<file path="src/rtl/spi_pkg.sv">
// Shared definitions for the parallel-lane SPI link (host and device sides).
package spi_pkg;

  localparam int SPI_DATA_WIDTH = 8;

  typedef enum logic [1:0] {
    SKIP = 2'd0,
    IDLE = 2'd1,
    RECV = 2'd2
  } rx_state_t;

endpackage

</file>
<file path="src/rtl/sync_fifo.sv">
// Single-clock FIFO with a registered head word; the head register is refreshed
// on a pop or on a write into an empty buffer, so there is no comb bypass.
module sync_fifo #(
  parameter int DATA_WIDTH = 8,
  parameter int FIFO_DEPTH = 16
) (
  input  logic                  clk,
  input  logic                  nrst,
  input  logic                  push,
  input  logic [DATA_WIDTH-1:0] wr_data,
  input  logic                  pop,
  output logic                  full,
  output logic                  empty,
  output logic [DATA_WIDTH-1:0] rd_data
);

  localparam int AW = $clog2(FIFO_DEPTH);
  localparam logic [AW:0] PTR_ONE = 1;

  logic [DATA_WIDTH-1:0] mem [FIFO_DEPTH];
  logic [AW:0]           wr_ptr;
  logic [AW:0]           rd_ptr;
  logic [AW:0]           rd_ptr_nxt;
  logic [AW:0]           count;
  logic                  do_push;
  logic                  do_pop;

  assign empty      = (wr_ptr == rd_ptr);
  assign full       = (wr_ptr[AW] != rd_ptr[AW]) && (wr_ptr[AW-1:0] == rd_ptr[AW-1:0]);
  assign count      = wr_ptr - rd_ptr;
  assign rd_ptr_nxt = rd_ptr + PTR_ONE;
  assign do_pop     = pop && !empty;
  assign do_push    = push && (!full || do_pop);

  always_ff @(posedge clk) begin
    if (do_push) begin
      mem[wr_ptr[AW-1:0]] <= wr_data;
    end
  end

  always_ff @(posedge clk) begin
    if (!nrst) begin
      wr_ptr <= '0;
      rd_ptr <= '0;
    end else begin
      if (do_push) wr_ptr <= wr_ptr + PTR_ONE;
      if (do_pop)  rd_ptr <= rd_ptr_nxt;
    end
  end

  // With one word left, the next head can only be the word arriving this cycle.
  always_ff @(posedge clk) begin
    if (!nrst) begin
      rd_data <= '0;
    end else if (do_push && empty) begin
      rd_data <= wr_data;
    end else if (do_pop) begin
      if (count == PTR_ONE) begin
        if (do_push) rd_data <= wr_data;
      end else begin
        rd_data <= mem[rd_ptr_nxt[AW-1:0]];
      end
    end
  end

endmodule

</file>
<file path="src/rtl/spi_device_rx.sv">
// Receive side of the parallel-lane SPI link: synchronizes the host bundle,
// captures one word per SPI clock rise into a FIFO and reports frame status.
//
// state | meaning
// SKIP  | after reset; wait for select high so a partial frame is not captured
// IDLE  | between frames; select low starts a new frame
// RECV  | frame in progress; words captured on each SPI clock rise
module spi_device_rx
  import spi_pkg::*;
#(
  parameter int DATA_WIDTH = SPI_DATA_WIDTH,
  parameter int FIFO_DEPTH = 16,
  parameter int LEN_WIDTH  = 8
) (
  input  logic                  clk,
  input  logic                  nrst,
  input  logic                  spi_clk_in,
  input  logic                  spi_sel_in,
  input  logic [DATA_WIDTH-1:0] spi_data_in,
  output logic                  out_valid,
  output logic [DATA_WIDTH-1:0] out_data,
  input  logic                  out_ready,
  output logic                  frame_done,
  output logic [LEN_WIDTH-1:0]  frame_len,
  output logic                  overflow,
  output logic                  busy
);

  localparam logic [LEN_WIDTH-1:0] LEN_ONE = 1;
  localparam logic [LEN_WIDTH-1:0] LEN_MAX = '1;

  rx_state_t             state;
  rx_state_t             state_nxt;
  logic                  s1_clk, s2_clk, s3_clk;
  logic                  s1_sel, s2_sel, s3_sel;
  logic [DATA_WIDTH-1:0] s1_data, s2_data;
  logic [1:0]            primed;
  logic                  rise;
  logic                  capture;
  logic                  frame_start;
  logic                  frame_end;
  logic                  pop;
  logic                  fifo_full;
  logic                  fifo_empty;
  logic [LEN_WIDTH-1:0]  word_cnt;

  always_ff @(posedge clk) begin
    if (!nrst) begin
      s1_clk  <= 1'b0;
      s2_clk  <= 1'b0;
      s3_clk  <= 1'b0;
      s1_sel  <= 1'b1;
      s2_sel  <= 1'b1;
      s3_sel  <= 1'b1;
      s1_data <= '0;
      s2_data <= '0;
    end else begin
      s1_clk  <= spi_clk_in;
      s2_clk  <= s1_clk;
      s3_clk  <= s2_clk;
      s1_sel  <= spi_sel_in;
      s2_sel  <= s1_sel;
      s3_sel  <= s2_sel;
      s1_data <= spi_data_in;
      s2_data <= s1_data;
    end
  end

  // The synchronizer resets to select-high; SKIP must not trust that value,
  // so it waits until s2 holds a genuine sample of the pin.
  always_ff @(posedge clk) begin
    if (!nrst) primed <= 2'b00;
    else       primed <= {primed[0], 1'b1};
  end

  assign rise = s2_clk && !s3_clk && !s2_sel;

  always_ff @(posedge clk) begin
    if (!nrst) state <= SKIP;
    else       state <= state_nxt;
  end

  always_comb begin
    state_nxt = state;
    case (state)
      SKIP:    if (primed[1] && s2_sel && s3_sel) state_nxt = IDLE;
      IDLE:    if (!s2_sel) state_nxt = RECV;
      RECV:    if (s2_sel)  state_nxt = IDLE;
      default: state_nxt = SKIP;
    endcase
  end

  always_comb begin
    busy        = (state == RECV);
    capture     = (state == RECV) && rise;
    frame_start = (state == IDLE) && !s2_sel;
    frame_end   = (state == RECV) && s2_sel;
  end

  assign out_valid = !fifo_empty;
  assign pop       = out_valid && out_ready;

  sync_fifo #(
    .DATA_WIDTH (DATA_WIDTH),
    .FIFO_DEPTH (FIFO_DEPTH)
  ) u_fifo (
    .clk     (clk),
    .nrst    (nrst),
    .push    (capture),
    .wr_data (s2_data),
    .pop     (pop),
    .full    (fifo_full),
    .empty   (fifo_empty),
    .rd_data (out_data)
  );

  // Dropped words still count: frame_len reflects what was on the wire.
  always_ff @(posedge clk) begin
    if (!nrst) begin
      word_cnt   <= '0;
      overflow   <= 1'b0;
      frame_len  <= '0;
      frame_done <= 1'b0;
    end else begin
      frame_done <= frame_end;
      if (frame_start) begin
        word_cnt  <= '0;
        overflow  <= 1'b0;
        frame_len <= '0;
      end else begin
        if (capture && word_cnt != LEN_MAX) word_cnt <= word_cnt + LEN_ONE;
        if (capture && fifo_full && !pop)   overflow <= 1'b1;
        if (frame_end)                      frame_len <= word_cnt;
      end
    end
  end

endmodule

</file>
<file path="config.mk">
export PLATFORM = sky130hd
export DESIGN_NAME = spi_device_rx
export DESIGN_NICKNAME = d
export VERILOG_FILES = /design/src/rtl/spi_pkg.sv /design/src/rtl/sync_fifo.sv /design/src/rtl/spi_device_rx.sv
export SDC_FILE = /design/constraint.sdc
export NUM_CORES = 1
export LEC_CHECK = 0
export ABC_AREA = 1
export BUFFER_PORTS_ARGS = -buffer_cell sky130_fd_sc_hd__buf_2
export CAP_MARGIN = 40
export CORE_ASPECT_RATIO = 0.5
export CORE_MARGIN = 2
export CORE_UTILIZATION = 40
export DETAILED_ROUTE_END_ITERATION = 8
export MAX_ROUTING_LAYER = met4
export PLACE_DENSITY = 0.64
export REMOVE_ABC_BUFFERS = 1
export SLEW_MARGIN = 15
export SYNTH_ARGS = -nofsm -noshare
export SYNTH_HDL_FRONTEND = slang
export SYNTH_SLANG_ARGS = --single-unit
</file>
<file path="constraint.sdc">
create_clock -name clk -period 2.3 [get_ports clk]
set_input_delay 0.46 -clock clk [delete_from_list [all_inputs] [get_ports clk]]
set_output_delay 0.46 -clock clk [all_outputs]
set_load 0.01 [all_outputs]
</file>
==> impl_metrics.tcl, run 1 <==
set metrics [dict create \
    p_sw_share_pct 37.3 \
    status "finished, final reports clean" \
    drc 0 \
    synth-seq-cells 190 \
    cts_tree "yes" \
    cts_setup_buffers 0 \
    wire_per_inst_um 15.2 \
    use_met3_pct 3.65 \
    viasPerCell 4.81 \
    num-fill-cells 1844 \
    r2r_start "u_fifo.wr_ptr[0]" \
    slew_headroom_pct 46.2 \
    fin_total_pwr_mw 10.5 \
    seq_area_frac_synth_pct 62.2 \
    grt_max_degree 43 \
    rrSetupSlack_ns 0.16 \
    grt_pass1_wl_um 30200 \
    area_delta_synth_final_pct 16.0 \
    skew_ns 0.0130 \
    clock-sinks 190 \
    cp-start-kind "flop" \
    hold_viol 0 \
    die_y_um 105 \
    synth_area_per_cell_um2 9.14 \
    routed_wl_um 18800 \
    drt_iter0_markers 548 \
    reg2reg_depth 11 \
    synthesis.area_mm2 0.00817 \
    grt_pass1_vias 5599 \
    cts_buffer_depth 2 \
    core_region_area_mm2 0.0197 \
    p_sw_mw 3.90 \
    path_max_fanout 5 \
    crit_end "out_valid" \
    antennaDiodeCount 0 \
    vias 5961 \
    die_w_um 206 \
    required_ns 1.84 \
    antenna_found_initial 0 \
    power.leakage_nw 4.26 \
    grtUsageMet1_pct 25.9 \
    grtUsageMet2_pct 28.9 \
    max_freq_mhz 453 \
    clock_power_share_pct 27.2 \
    rr_endpoint "u_fifo.rd_data[4]" \
    arrival_ns 1.75 \
    numCtsBuffers 17 \
    cap_violations 0 \
    portBuffers 32 \
    fin_util_pct 48.1 \
    internal-power_mw 6.56 \
    synth_cells 894 \
    max-vdd-ir-drop_mv 0.590 \
    final_max_slew_viol_count 0 \
    worst_slack_ns 0.0948 \
    final.period_utilization_pct 95.9 \
    worst_pin_slew_ns 0.807 \
    start_util_pct 41.4 \
    grt-busiest-layer "met2" \
    rows 36 \
    ys_warn_count 0 \
    clk_pin_slew_worst_paths_ns 0.07 \
    power_frac_seq_pct 36.9 \
    dp_slack_ns 0.0708 \
    htree_levels 4 \
    clock_latency_ns 0.44 \
    drt_first_pass_iters 5 \
    pin_count 33 \
    die_area_mm2 0.0217 \
    hold_class "input pin to flop" \
    setup_viol 0 \
    power.density_mw_per_mm2 1100 \
    worstSetupEndpointType "primary output" \
    crit_start "u_fifo.rd_ptr[3]" \
    critical_path_class "flop to primary output" \
    clock_tree.root_cell "clkbuf_16" \
    dp_hpwl_um 12500 \
    nets 984 \
    drtAntennaViolNets 0 \
    ys_types 32 \
    drive_gt1_share_pct 12.6 \
    grt-ovfl-total 0 \
    fin_crit_ns 2.21 \
    rsz0062_at_grt "false" \
    gp_congestion 0.864 \
    pwr-share-comb_pct 36.0 \
    grt_use_total_pct 18.9 \
]
## power by group through the flow
stage	logic, mW	clock network, mW	registers, mW
after floorplan	2.14	0	4.05
after global placement	3.65	0	3.93
after detailed placement	3.67	0	3.93
after CTS	3.69	2.88	3.86
after global routing	4.18	3.00	3.87
final	3.76	2.84	3.86
## kinds of logic after synthesis
logic type | Yosys count | share of synthesized area (%)
simple gates | 431 | 22.1
buf+inv | 204 | 9.66
flops | 190 | 62.2
compound gates | 50 | 3.28
fa+ha+maj | 11 | 1.78
xor+xnor | 8 | 0.949
## how the worst min path moves through the flow
stage	endpoint	from	slack, ns	depth (start not counted)
after CTS	s1_data[4]	spi_data_in[4]	0.20	3
after global routing	s1_data[5]	spi_data_in[5]	0.20	3
after detailed placement	primed[1]	primed[0]	0.40	2
after floorplan	primed[1]	primed[0]	0.39	2
final	s1_data[4]	spi_data_in[4]	0.20	3
after global placement	s2_data[1]	s1_data[1]	0.39	2
## per-layer routing
| metal | share of wire [%] | wire length, µm |
|---|---|---|
| met1 | 47 | 8780 |
| met2 | 45 | 8510 |
| met3 | 6.9 | 1310 |
| met4 | 1.3 | 246 |
| met5 | 0 | 0 |
## final cells by class
type | instances | area [µm²] | area share [%]
sequential | 190 | 5090 | 53.6
multi-input combinational | 501 | 2330 | 24.5
inverter | 173 | 652 | 6.87
timing repair buffer | 77 | 510 | 5.38
clock buffer | 22 | 498 | 5.25
tap | 266 | 333 | 3.51
clock inverter | 10 | 76.3 | 0.805
## critical path: stages (launching register included)
cell and delay, ns:
dfxtp_1 0.36, inv_1 0.09, ha_1 0.37, nand4_1 0.13
inv_1 0.11, nand2_1 0.10, buf_2 0.16
## cell usage in the layout, fill, tap and decap left out, types with 4 or more instances in the layout
cell type | Yosys | routed
nand2_1 | 263 | 263
inv_1 | 167 | 164
edfxtp_1 | 128 | 128
nand3_1 | 125 | 125
dfxtp_1 | 62 | 60
buf_4 | 1 | 44
a21oi_1 | 34 | 34
buf_2 | 10 | 32
nor2_1 | 30 | 26
clkbuf_16 | 0 | 19
o21ai_0 | 11 | 11
ha_1 | 10 | 10
clkinv_1 | 5 | 6
nand4_1 | 4 | 4
xor2_1 | 4 | 4
## state kept, by name, indices dropped and copies added (netlist names)
signal / cells
frame_done: 1
frame_len: 8
overflow: 1
primed: 2
s1_clk: 1
s1_data: 8
s1_sel: 1
s2_clk: 1
s2_data: 8
s2_sel: 1
s3_clk: 1
s3_sel: 1
state: 2
u_fifo.mem: 128
u_fifo.rd_data: 8
u_fifo.rd_ptr: 5
u_fifo.wr_ptr: 5
word_cnt: 8
## repair_timing
| item | 4_1_cts | 5_1_grt |
|---|---|---|
| endpoints found under the setup margin | 0 | 21 |
| gates resized for setup | 0 | 10 |
| endpoints found under the hold margin | 0 | 0 |
| hold buffers | 0 | 0 |
## stage by stage
step	setup TNS [ns]	std cells	hold WS, ns	instance area [µm²]
2_1_floorplan	-108.37	863	0.390	8030
3_3_place_gp	0	1206	0.394	8880
3_5_place_dp	0	1206	0.399	8880
4_1_cts	0	1238	0.196	9450
5_1_grt	0	1239	0.201	9480
6_report	0	1239	0.204	9480
## synth_stat cells
cell type  instances  area, µm²
o21bai_1           1       7.51
buf_1              5       18.8
buf_2             10       50.1
fa_1               1       20.0
or2_2              2       12.5
nand3_1          125        626
nand3b_1           2       15.0
dfxtp_1           62       1240
nor3b_1            1       7.51
a21oi_1           34        170
buf_6              1       11.3
nor3_1             2       10.0
a31oi_1            1       6.26
xor2_2             1       16.3
buf_4              1       7.51
nor4_1             1       6.26
nor2_1            30        113
xor2_1             4       35.0
a211oi_1           1       7.51
clkinv_1           5       18.8
o21ai_1            1       5.00
o21ai_0           11       55.1
a21oi_4            1       16.3
nand2_2            1       6.26
ha_1              10        125
edfxtp_1         128       3840
inv_1            167        627
xnor2_1            3       26.3
nand2_1          263        987
inv_2              1       3.75
clkbuf_1          14       52.6
nand4_1            4       25.0
Power figures use the tool's default switching activity.
==> inputs of run 2 (changes only) <==
- REMOVE_ABC_BUFFERS: 1 -> unset
==> run 2 against run 1 <==
Against the previous run:
- global-route usage is essentially flat
- hold slack worse by 0.0013 ns
- sequential power about the same
- non-clock buffer count shrank 4
- critical path depth up 7
- flip-flop and latch count unchanged
- total power grew 0.20%
- die area unchanged
- count of clock-buffer cells in the layout increased by 1
- critical endpoint is now u_fifo.rd_data[3]
- largest power group unchanged
- highest routed layer unchanged
==> impl_metrics.tcl, run 2 (same netlist as run 1, synthesis figures left out) <==
set metrics [dict create \
    status "finished, final reports clean" \
    fin_total_pwr_mw 10.5 \
    pin_count 33 \
    grt_max_degree 65 \
    max_freq_mhz 466 \
    crit_start "u_fifo.wr_ptr[0]" \
    routed_wl_um 18600 \
    fin_util_pct 48.0 \
    holdWs_ns 0.203 \
    nets 979 \
    layout_commonest_cell "nand2_1" \
    gp_congestion 0.894 \
    stdcell_count 1234 \
    worstHoldStart "spi_clk_in" \
    wire_per_inst_um 15.1 \
    fin_crit_ns 2.15 \
    die_w_um 206 \
    drc 0 \
    skew_ns 0.00810 \
    syn_nets 918 \
    grt_use_total_pct 18.9 \
    clk_pin_slew_worst_paths_ns 0.07 \
    placedCellCount 1199 \
    worst_pin_slew_ns 0.857 \
    setup_viol 0 \
    die_area_mm2 0.0217 \
    grt_pass1_wl_um 30100 \
    hold_class "input pin to flop" \
    viasPerCell 4.80 \
    arrival_ns 2.51 \
    antenna_found_initial 0 \
    max-vdd-ir-drop_mv 0.564 \
    slew_headroom_pct 42.8 \
    dp_hpwl_um 12100 \
    worstSetupEndpointType "flop" \
    grt-ovfl-total 0 \
    start_util_pct 41.4 \
    clock_latency_ns 0.44 \
    area_delta_synth_final_pct 15.9 \
    vias 5920 \
    die_y_um 105 \
    drt_iter0_markers 551 \
    rows 36 \
    required_ns 2.66 \
    numCtsBuffers 17 \
    worst_slack_ns 0.153 \
    cts_buffer_depth 2 \
    dp_slack_ns -0.00578 \
    clock_tree.root_cell "clkbuf_16" \
    path_max_fanout 4 \
    holdBufCountCts 0 \
    final_max_slew_viol_count 0 \
    power.density_mw_per_mm2 1110 \
    final.period_utilization_pct 93.4 \
    grt_pass1_vias 5588 \
    cts_tree "yes" \
    power.leakage_nw 4.25 \
    antennaDiodeCount 0 \
    drt_first_pass_iters 5 \
    clock-sinks 190 \
    drtAntennaViolNets 0 \
    num-fill-cells 1852 \
    hold_viol 0 \
    drive_gt1_share_pct 11.8 \
    layout.cells.most_common_list "nand2_1, inv_1, edfxtp_1, nand3_1, dfxtp_1" \
    htree_levels 4 \
    cap_violations 0 \
    portBuffers 32 \
    r2r_start "u_fifo.wr_ptr[0]" \
    critical_path_class "flop to flop" \
    core_region_area_mm2 0.0197 \
    cp-start-kind "flop" \
    largest_register_ffs 128 \
]
run 2: area by class of cell:
class | instances | area (µm²) | share of cell area, %
Sequential cell | 190 | 5090 | 53.7
Multi-Input combinational cell | 500 | 2330 | 24.6
Inverter | 173 | 649 | 6.85
Clock buffer | 23 | 522 | 5.51
Timing Repair Buffer | 73 | 504 | 5.32
Tap cell | 266 | 333 | 3.51
Clock inverter | 9 | 52.6 | 0.555
run 2: path summary, 6_finish.rpt:
path / to / cells after the start / slack (ns)
worst min register to register: s2_data[4] / 2 / 0.41
worst max register to register: u_fifo.rd_data[3] / 13 / 0.15
worst min-delay path: s1_clk / 3 / 0.20
worst max-delay path: u_fifo.rd_data[3] / 13 / 0.15
run 2: routing by layer:
metal	share of wire, %	track usage [%]
met1	47	25.9
met2	43	26.9
met3	8.1	4.62
met4	2.1	7.40
met5	0	-
run 2: report_power, final:
part           switching, mW  internal (mW)  total (mW)  leakage (nW)
Combinational           2.51           1.26        3.76          2.27
Clock                   1.25           1.60        2.85         0.290
Sequential             0.108           3.76        3.87          1.69
Total                   3.86           6.61        10.5          4.25
run 2: timing repair:
item	in CTS	in global routing
pin swaps	0	1
gates resized for setup	2	6
buffers inserted	0	2
endpoints found under the setup margin	3	9
run 2: critical path, cell delays in order, from the launching register on:
cell and delay (ns):
dfxtp_2 0.36, inv_1 0.07, ha_1 0.20, fa_1 0.39, inv_1 0.09, nand3_1 0.09, nand2_1 0.08, nand2_1 0.05
nand2_1 0.11, nor2_4 0.07, a21oi_4 0.20, buf_4 0.15, nand3_1 0.08, a21oi_1 0.14
run 2: through the flow:
step           TNS [ns]  instance area, µm²
6_report              0                9470
5_1_grt        -0.00528                9470
4_1_cts               0                9420
2_1_floorplan         0                8170
3_5_place_dp   -0.00578                8840
3_3_place_gp          0                8840
